## config.mk

```make
export PLATFORM = sky130hd
export DESIGN_NAME = bp_lce_req_gen
export DESIGN_NICKNAME = d
export VERILOG_FILES = /design/src/rtl/bp_me_pkg.sv /design/src/rtl/bp_lce_req_credit_ctr.sv /design/src/rtl/bp_lce_req_gen.sv
export SDC_FILE = /design/constraint.sdc
export NUM_CORES = 1
export LEC_CHECK = 0
export ABC_AREA = 1
export CAP_MARGIN = 5
export CORE_MARGIN = 8
export CORE_UTILIZATION = 36
export CTS_CLUSTER_SIZE = 24
export DETAILED_ROUTE_END_ITERATION = 7
export GPL_ROUTABILITY_DRIVEN = 0
export PLACE_DENSITY = 0.83
export SYNTH_ARGS = -nofsm -noshare
export SYNTH_HDL_FRONTEND = slang
export SYNTH_HIERARCHICAL = 1
export SYNTH_SLANG_ARGS = --single-unit
export TNS_END_PERCENT = 1
```

## constraint.sdc

```tcl
create_clock -name clk_i -period 1.7 [get_ports clk_i]
set_clock_uncertainty 0.2 [all_clocks]
set_input_delay 0.17 -clock clk_i [delete_from_list [all_inputs] [get_ports clk_i]]
set_output_delay 0.17 -clock clk_i [all_outputs]
set_load 0.05 [all_outputs]
```

## src/rtl/bp_me_pkg.sv

```systemverilog
// Shared types for the LCE request path: configuration table, miss/request
// enums, the packed LCE->CCE request header and the credit-count width helper.
package bp_me_pkg;

    typedef enum logic [0:0] {
        e_bp_inv_cfg = 1'b0
    } bp_params_e;

    typedef struct packed {
        int lce_id_width;
        int cce_id_width;
        int paddr_width;
        int lce_assoc;
        int dword_width;
    } bp_cfg_s;

    localparam int inv_lce_id_width_lp = 4;
    localparam int inv_cce_id_width_lp = 4;
    localparam int inv_paddr_width_lp  = 40;
    localparam int inv_lce_assoc_lp    = 8;
    localparam int inv_dword_width_lp  = 64;

    function automatic bp_cfg_s bp_get_cfg(input bp_params_e cfg);
        bp_cfg_s c;
        c.lce_id_width = inv_lce_id_width_lp;
        c.cce_id_width = inv_cce_id_width_lp;
        c.paddr_width  = inv_paddr_width_lp;
        c.lce_assoc    = inv_lce_assoc_lp;
        c.dword_width  = inv_dword_width_lp;
        case (cfg)
            e_bp_inv_cfg: c.lce_assoc = inv_lce_assoc_lp;
            default:      c.lce_assoc = inv_lce_assoc_lp;
        endcase
        return c;
    endfunction

    // Encoding of miss_type_i as presented by the cache.
    typedef enum logic [1:0] {
        e_miss_rd    = 2'd0,
        e_miss_wr    = 2'd1,
        e_miss_uc_rd = 2'd2,
        e_miss_uc_wr = 2'd3
    } bp_lce_miss_type_e;

    typedef enum logic [1:0] {
        e_lce_req_type_rd    = 2'd0,
        e_lce_req_type_wr    = 2'd1,
        e_lce_req_type_uc_rd = 2'd2,
        e_lce_req_type_uc_wr = 2'd3
    } bp_lce_cce_req_type_e;

    typedef enum logic [1:0] {
        e_ready = 2'd0,
        e_send  = 2'd1,
        e_block = 2'd2
    } bp_lce_req_state_e;

    typedef struct packed {
        bp_lce_cce_req_type_e                     msg_type;
        logic [inv_lce_id_width_lp-1:0]           src_id;
        logic [inv_cce_id_width_lp-1:0]           dst_id;
        logic [inv_paddr_width_lp-1:0]            addr;
        logic [$clog2(inv_lce_assoc_lp)-1:0]      lru_way_id;
        logic                                     lru_dirty;
        logic                                     non_exclusive;
        logic [1:0]                               uc_size;
        logic [inv_dword_width_lp-1:0]            data;
    } bp_lce_cce_req_s;

    // Count must represent 0..credits inclusive.
    function automatic int credit_count_width(input int credits);
        return $clog2(credits + 1);
    endfunction

endpackage

```

## src/rtl/bp_lce_req_credit_ctr.sv

```systemverilog
// Outstanding-request credit counter: saturates at credits_p, holds at zero
// on underflow and raises a sticky error flag that only reset clears.
module bp_lce_req_credit_ctr
    import bp_me_pkg::*;
#(
    parameter  int credits_p = 8,
    localparam int width_lp  = credit_count_width(credits_p)
)(
    input  logic                clk,
    input  logic                reset,
    input  logic                inc,
    input  logic                dec,
    output logic [width_lp-1:0] count,
    output logic                empty,
    output logic                avail,
    output logic                err
);

    localparam logic [width_lp-1:0] max_lp = width_lp'(credits_p);
    localparam logic [width_lp-1:0] one_lp = width_lp'(1);

    always_ff @(posedge clk) begin
        if (reset) begin
            count <= '0;
            err   <= 1'b0;
        end else if (inc && !dec) begin
            if (count < max_lp) begin
                count <= count + one_lp;
            end
        end else if (dec && !inc) begin
            if (count == '0) begin
                err <= 1'b1;
            end else begin
                count <= count - one_lp;
            end
        end
    end

    assign empty = (count == '0);
    assign avail = (count < max_lp);

endmodule

```

## src/rtl/bp_lce_req_gen.sv

```systemverilog
// LCE miss-to-request generator: captures a miss, presents one registered
// request header to the CCE and tracks outstanding credits.
// Optional feature macro: BP_LCE_REQ_NONEXCL_EN (non-exclusive read hint).
module bp_lce_req_gen
    import bp_me_pkg::*;
#(
    parameter  bp_params_e bp_params_p    = e_bp_inv_cfg,
    parameter  int credits_p              = 8,
    localparam bp_cfg_s cfg_lp            = bp_get_cfg(bp_params_p),
    localparam int lce_id_width_p         = cfg_lp.lce_id_width,
    localparam int cce_id_width_p         = cfg_lp.cce_id_width,
    localparam int paddr_width_p          = cfg_lp.paddr_width,
    localparam int lce_assoc_p            = cfg_lp.lce_assoc,
    localparam int dword_width_p          = cfg_lp.dword_width,
    localparam int way_width_lp           = $clog2(lce_assoc_p),
    localparam int lce_cce_req_width_lp   = $bits(bp_lce_cce_req_s),
    localparam int count_width_lp         = credit_count_width(credits_p)
)(
    input  logic                            clk_i,
    input  logic                            reset_i,

    input  logic [lce_id_width_p-1:0]       lce_id_i,
    input  logic [cce_id_width_p-1:0]       cce_id_i,

    input  logic                            miss_v_i,
    output logic                            miss_ready_o,
    input  logic [1:0]                      miss_type_i,
    input  logic [paddr_width_p-1:0]        miss_addr_i,
    input  logic [way_width_lp-1:0]         miss_lru_way_i,
    input  logic                            miss_lru_dirty_i,
    input  logic                            miss_non_excl_i,
    input  logic [1:0]                      miss_uc_size_i,
    input  logic [dword_width_p-1:0]        miss_data_i,

    output logic [lce_cce_req_width_lp-1:0] lce_req_o,
    output logic                            lce_req_v_o,
    input  logic                            lce_req_ready_i,

    input  logic                            cmd_done_i,
    input  logic                            credit_return_i,
    output logic                            credits_empty_o,
    output logic                            credit_err_o,

    output bp_lce_req_state_e               fsm_state,
    output logic [count_width_lp-1:0]       credit_count
);

    bp_lce_req_state_e state_r, state_n;
    bp_lce_cce_req_s   req_r, req_n;
    logic              accept, send, blocking, credit_avail;

    // Handshake rule for both ports: a transfer happens in a cycle where
    // valid and ready are both high; valid never drops before that cycle.
    assign accept = miss_v_i & miss_ready_o;
    assign send   = lce_req_v_o & lce_req_ready_i;

    // Cached misses wait for the CCE to finish the fill/upgrade.
    assign blocking = (req_r.msg_type == e_lce_req_type_rd)
                   || (req_r.msg_type == e_lce_req_type_wr);

    always_ff @(posedge clk_i) begin
        if (reset_i) begin
            state_r <= e_ready;
        end else begin
            state_r <= state_n;
        end
    end

    always_comb begin
        state_n = state_r;
        case (state_r)
            e_ready: if (accept)     state_n = e_send;
            e_send:  if (send)       state_n = blocking ? e_block : e_ready;
            e_block: if (cmd_done_i) state_n = e_ready;
            default:                 state_n = e_ready;
        endcase
    end

    always_comb begin
        miss_ready_o = (state_r == e_ready) && credit_avail;
        lce_req_v_o  = (state_r == e_send);
    end

    always_comb begin
        req_n               = '0;
        req_n.src_id        = lce_id_i;
        req_n.dst_id        = cce_id_i;
        req_n.addr          = miss_addr_i;
        req_n.lru_way_id    = miss_lru_way_i;
        req_n.lru_dirty     = miss_lru_dirty_i;
        req_n.uc_size       = miss_uc_size_i;
        case (bp_lce_miss_type_e'(miss_type_i))
            e_miss_rd:    req_n.msg_type = e_lce_req_type_rd;
            e_miss_wr:    req_n.msg_type = e_lce_req_type_wr;
            e_miss_uc_rd: req_n.msg_type = e_lce_req_type_uc_rd;
            e_miss_uc_wr: req_n.msg_type = e_lce_req_type_uc_wr;
            default:      req_n.msg_type = e_lce_req_type_rd;
        endcase
        if (bp_lce_miss_type_e'(miss_type_i) == e_miss_uc_wr) begin
            req_n.data = miss_data_i;
        end
`ifdef BP_LCE_REQ_NONEXCL_EN
        req_n.non_exclusive = miss_non_excl_i
                           && (bp_lce_miss_type_e'(miss_type_i) == e_miss_rd);
`else
        req_n.non_exclusive = 1'b0;
`endif
    end

`ifndef BP_LCE_REQ_NONEXCL_EN
    logic unused_non_excl;
    assign unused_non_excl = miss_non_excl_i;
`endif

    // Header is frozen at accept so the CCE sees a stable request while stalled.
    always_ff @(posedge clk_i) begin
        if (reset_i) begin
            req_r <= '0;
        end else if (accept) begin
            req_r <= req_n;
        end
    end

    assign lce_req_o = req_r;
    assign fsm_state = state_r;

    bp_lce_req_credit_ctr #(
        .credits_p (credits_p)
    ) credit_ctr (
        .clk   (clk_i),
        .reset (reset_i),
        .inc   (send),
        .dec   (credit_return_i),
        .count (credit_count),
        .empty (credits_empty_o),
        .avail (credit_avail),
        .err   (credit_err_o)
    );

endmodule

```

* Word level (Yosys, flattened, before mapping) *
Index checks and enable logic that the tools add are counted.

cells by class
  bitwise logic cells = 3
  equal/unequal tests = 11
  multiply operators = 0
  magnitude comparators = 1
  add/subtract/negate cells = 2
  divide/modulo/power cells = 0
  multiplexer cells = 11
  shifts and indexed selects = 0
  reductions and logical operators = 14

operators with widths
  cell                                                number
  2-to-1 mux 64 bit                                   1
  2-to-1 mux 4 bit                                    4
  AND reduction 3 bit                                 3
  2-to-1 mux 2 bit                                    4
  case mux 2 bit (4 select lines)                     1
  == test 2 x 1 -> 1 bit (second input constant)      3
  == test 2 bit (second input constant)               3
  logical NOT 2 bit                                   3
  != test 2 bit (second input constant)               3
  case mux 2 bit (3 select lines)                     1
  adder 4 x 1 -> 4 bit (second input constant)        1
  logical NOT 4 bit                                   1
  less-than comparator 4 bit (second input constant)  1
  != test 2 x 1 -> 1 bit (second input constant)      2
  subtractor 4 x 1 -> 4 bit (second input constant)   1
  logical AND 1 bit                                   3
  AND 1 bit                                           2
  logical NOT 1 bit                                   2
  nonzero test 2 bit                                  1
  logical OR 1 bit                                    1
  inverter 1 bit                                      1

word-level totals
  memories kept = 0
  register bits after elaboration = 127
  bits in latches = 0
  memory bits (read-only) = 0
  memory bits (writable) = 0

* Depth between registers and ports, before layout *
  depth after elaboration = 6
  mapped depth = 12
  gate-level depth less buffers = 12

* Hierarchy *
Netlist, hierarchy kept.

modules (own cells, without submodules)
  module                 sequential area each (sq um)  cells an instance  area each (sq um)  instances
  bp_lce_req_gen         2442.3                        565                4556.9             1
  bp_lce_req_credit_ctr  100.1                         47                 317.8              1

* Least setup slack after synthesis *
OpenSTA, ideal clock, no wires.

  kind = register -> register
  from = register state_r[0], in the netlist fsm_state[0]
  to = register credit_ctr.count[3]
  buffers on the path = 0
  data arrival time = 1.937 ns
  cell stages (with the launch flop) = 12
  clock period less this slack = 2.203 ns
  path slack = -0.503 ns
  cell sequence = dfxtp_1 nand2_1 nor2_1 nand2_1 ha_1 nor2_1 inv_1 nand2_1 inv_1 nand2_1 nand3_1 a21oi_2

between the ends
  word-level cells in the longest chain between the ends = 6
  elaborated cells on any way between the ends = 10
  classes of those cells = eq/ne (3); mux (1); bitwise (1); reduce/logical (5)

RTL lines
  element                        RTL line                     source
  from (decl)                    bp_lce_req_gen.sv:48         bp_lce_req_state_e state_r, state_n;
  from (signal assigned)         bp_lce_req_gen.sv:63         state_r <= e_ready;
  from (signal assigned)         bp_lce_req_gen.sv:65         state_r <= state_n;
  == test 2 x 1 -> 1 bit (*)     bp_lce_req_gen.sv:81         lce_req_v_o = (state_r == e_send);
  AND 1 bit (*)                  bp_lce_req_gen.sv:55         assign send = lce_req_v_o & lce_req_ready_i;
  net send                       bp_lce_req_gen.sv:50         logic accept, send, blocking, credit_avail;
  logical NOT 1 bit              bp_lce_req_credit_ctr.sv:30  end else if (dec && !inc) begin
  logical AND 1 bit              bp_lce_req_credit_ctr.sv:30
  nonzero test 2 bit (no line)   n/a
  AND reduction 3 bit (no line)  n/a
  to (signal assigned)           bp_lce_req_credit_ctr.sv:28  count <= count + one_lp;
  to (signal assigned)           bp_lce_req_credit_ctr.sv:34  count <= count - one_lp;
  to (decl)                      bp_lce_req_credit_ctr.sv:13  output logic [width_lp-1:0] count,

The timed path passes the listed nets; every way through them passes the cells marked *.
A chain may end at the register's enable or synchronous reset.

* Final worst setup path *
  from = register state_r[1], in the netlist fsm_state[1]
  to = output miss_ready_o

between the ends
  word-level cells in the longest chain between the ends = 2

RTL lines
  element            RTL line              source
  logical NOT 2 bit  bp_lce_req_gen.sv:80  miss_ready_o = (state_r == e_ready) && credit_avail;
  logical AND 1 bit  bp_lce_req_gen.sv:80
  to (decl)          bp_lce_req_gen.sv:26  output logic miss_ready_o,

Every way passes these cells.

==> flow_summary_export.csv <==
group,metric,value,unit
clocking,cts_buffers,17,
power_and_ir_drop,vdd_ir_drop_max,786,uV
finish,layout.cells.non_filler,1056,
finish,fin_nets,998,
logic_synthesis,syn_nets,742,
die,rows,42,
run,maxCapViolations,0,
setup_path,path_class,"flip-flop to output pin",
global_route,grt-ovfl-total,0,
finish,syn_to_final_growth,69.4,%
sta,rsz0062_at_grt,"true",
logic_synthesis,synth_cells,612,
routing,wirelength,17.5,mm
sta,fin_tns_setup,-274,ps
clocking,cts_buffer_depth,2,
place,dp_hpwl,12.5,mm
routing,firstDrtPassIters,4,
logic_synthesis,syn_area_per_cell,7.97,sq um
setup_path,path_max_fanout,3,
sta,fmax,551,MHz
clocking,ctsRootBufferMaster,"clkbuf_16",
global_route,grt_pass1_vias,5188,
place,dp_slack,-311,ps
worst_hold_path,hold_class,"primary input to flip-flop",
setup_path,crit_arrival,1440,ps
sta,layout_min_cycle_time,1810,ps
sta,maxSlewViolCount,0,
setup_path,crit_path_start_kind,"flip-flop",
die,chipHeight,132,um
finish,layout-drive-gt1-share,0.256,
logic_synthesis,ys_async_sr_fraction,0,
global_route,grt_first_pass_wirelength,27.5,mm
global_route,antenna_found_initial,0,
power_and_ir_drop,p_leak,3.34,nW
logic_synthesis,synth_edf_count,0,
sta,timing.final.crit_share,1.07,
die,coreArea,0.0132,sq mm
clocking,cts.sinks,127,
routing,drtAntennaViolNets,0,
logic_synthesis,synth_warnings,6,
clocking,clk_latency,410,ps
sta,finalSetupViolations,5,
die,ios,258,
finish,fin_util,0.624,
sta,hold_violations,0,
status,violations,"setup timing",
logic_synthesis,syn_area,0.00487,sq mm
routing,via_count,5349,
sta,hold_ws,135,ps
clocking,htree_levels,4,
global_route,globalRouteTotalUtil,0.192,
die,dieArea,0.0175,sq mm
routing,drc,0,
sta,timing.final.ws_setup,-114,ps
status,status,"finished with violations",
setup_path,cp-end-kind,"output pin",
clocking,tritoncts,"built",
routing,routedWlPerCell,16.5,um
finish,final_cell_mix,"buf_4, nand2_1, dfxtp_1, clkdlybuf4s50_1, a21oi_1",
global_route,grt_max_degree,66,
setup_path,required,1330,ps
place,dpl.cell_count,1016,
logic_synthesis,ys_seq_area_frac,0.522,
routing,vias_per_cell,5.07,
finish,n_antenna_cell,0,
die,start_util,0.368,
clocking,clkSlewWorstSetupHoldPaths,60,ps
logic_synthesis,synth_ff_type,"dfxtp_1",
power_and_ir_drop,cellPowerDensity,1440,mW/mm^2
routing,drt_iter0_markers,327,
finish,final_common_cell,"buf_4",
logic_synthesis,ys_types,21,
logic_synthesis,synth-seq-cells,127,
place,io_buffers,255,
die,die_x,132,um
-- flip-flops by register name, indices dropped and copies added (netlist names) --
| signal | count |
|---|---|
| lce_req_o | 120 |
| fsm_state | 2 |
| credit_ctr/err | 1 |
| credit_ctr/count | 4 |
-- path summary, 6_finish.rpt --
check / from / endpoint / slack (ps) / cells after the start
hold / removal: miss_data_i[12] / lce_req_o[12]$_SDFFE_PP0P_ / 130 / 3
setup / recovery: fsm_state[1]$_SDFFE_PP0P_ / miss_ready_o / -110 / 5
setup reg to reg: fsm_state[1]$_SDFFE_PP0P_ / credit_ctr/count[2]$_SDFFE_PP0P_ / -70 / 9
hold reg to reg: lce_req_o[99]$_SDFFE_PP0P_ / lce_req_o[99]$_SDFFE_PP0P_ / 260 / 2
-- layer usage --
layer  up-vias  wire length, um  track usage  share of wire
met2       213             8490        0.316           0.49
met3        33             1600       0.0762          0.091
met4         0              535       0.0915          0.031
met5         -                0            0              0
li1       2619                -            -              -
met1      2484             6850        0.213           0.39
-- power by group --
part	internal, mW	total, mW	switching (mW)
logic	1.86	4.81	2.95
registers	3.31	3.53	0.221
clock network	2.25	3.54	1.29
-- kinds of logic (layout without fill, tap and decap cells) --
kind of cell,count (synthesis),after routing,share of synthesized area
fa+ha+maj,3,3,0.00924
compound gates,129,129,0.133
simple gates,274,274,0.263
flops,127,127,0.522
buf+inv,77,345,0.0708
xor+xnor,1,1,0.00180
other cells,1,1,0.000769
-- synthesized netlist by cell type, types with 2 or more instances --
cell / number / share of area
a21oi_1: 125 / 0.13
o21ai_0: 3 / 0.0031
dfxtp_1: 127 / 0.52
inv_1: 14 / 0.011
inv_2: 2 / 0.0015
nor2_1: 11 / 0.0085
nand2_1: 136 / 0.10
clkbuf_1: 37 / 0.028
nand3_1: 59 / 0.061
buf_2: 12 / 0.012
ha_1: 2 / 0.0051
buf_4: 11 / 0.017
nand4_1: 65 / 0.083
-- final cells by class --
class                           instances  area, sq um
Sequential cell                       127         2550
Clock buffer                           20          467
Clock inverter                         11          113
Multi-Input combinational cell        408         2040
Fill cell                            1130         4980
Timing Repair Buffer                  298         2810
Inverter                               16         60.1
Tap cell                              176          220
-- critical path: stages (launching register included) --
cell     delay [ps]
dfxtp_4         340
buf_6           120
nor3_4          220
buf_6           140
buf_12          100
buf_12          120
-- repair_timing --
action,4_1_cts,5_1_grt
gates resized for setup,4,12
setup buffers,4,3
endpoints found under the setup margin,21,97
pin swaps,2,5
hold buffers,2,0
endpoints found under the hold margin,11,0
-- metrics by stage --
step	instance area (sq um)	total power, mW
3_5_place_dp	7550	8.23
2_1_floorplan	4890	6.36
6_report	8260	11.9
4_1_cts	8190	11.9
3_3_place_gp	7550	8.20
5_1_grt	8260	12.4
No activity file was read; power rests on OpenSTA's default activity.
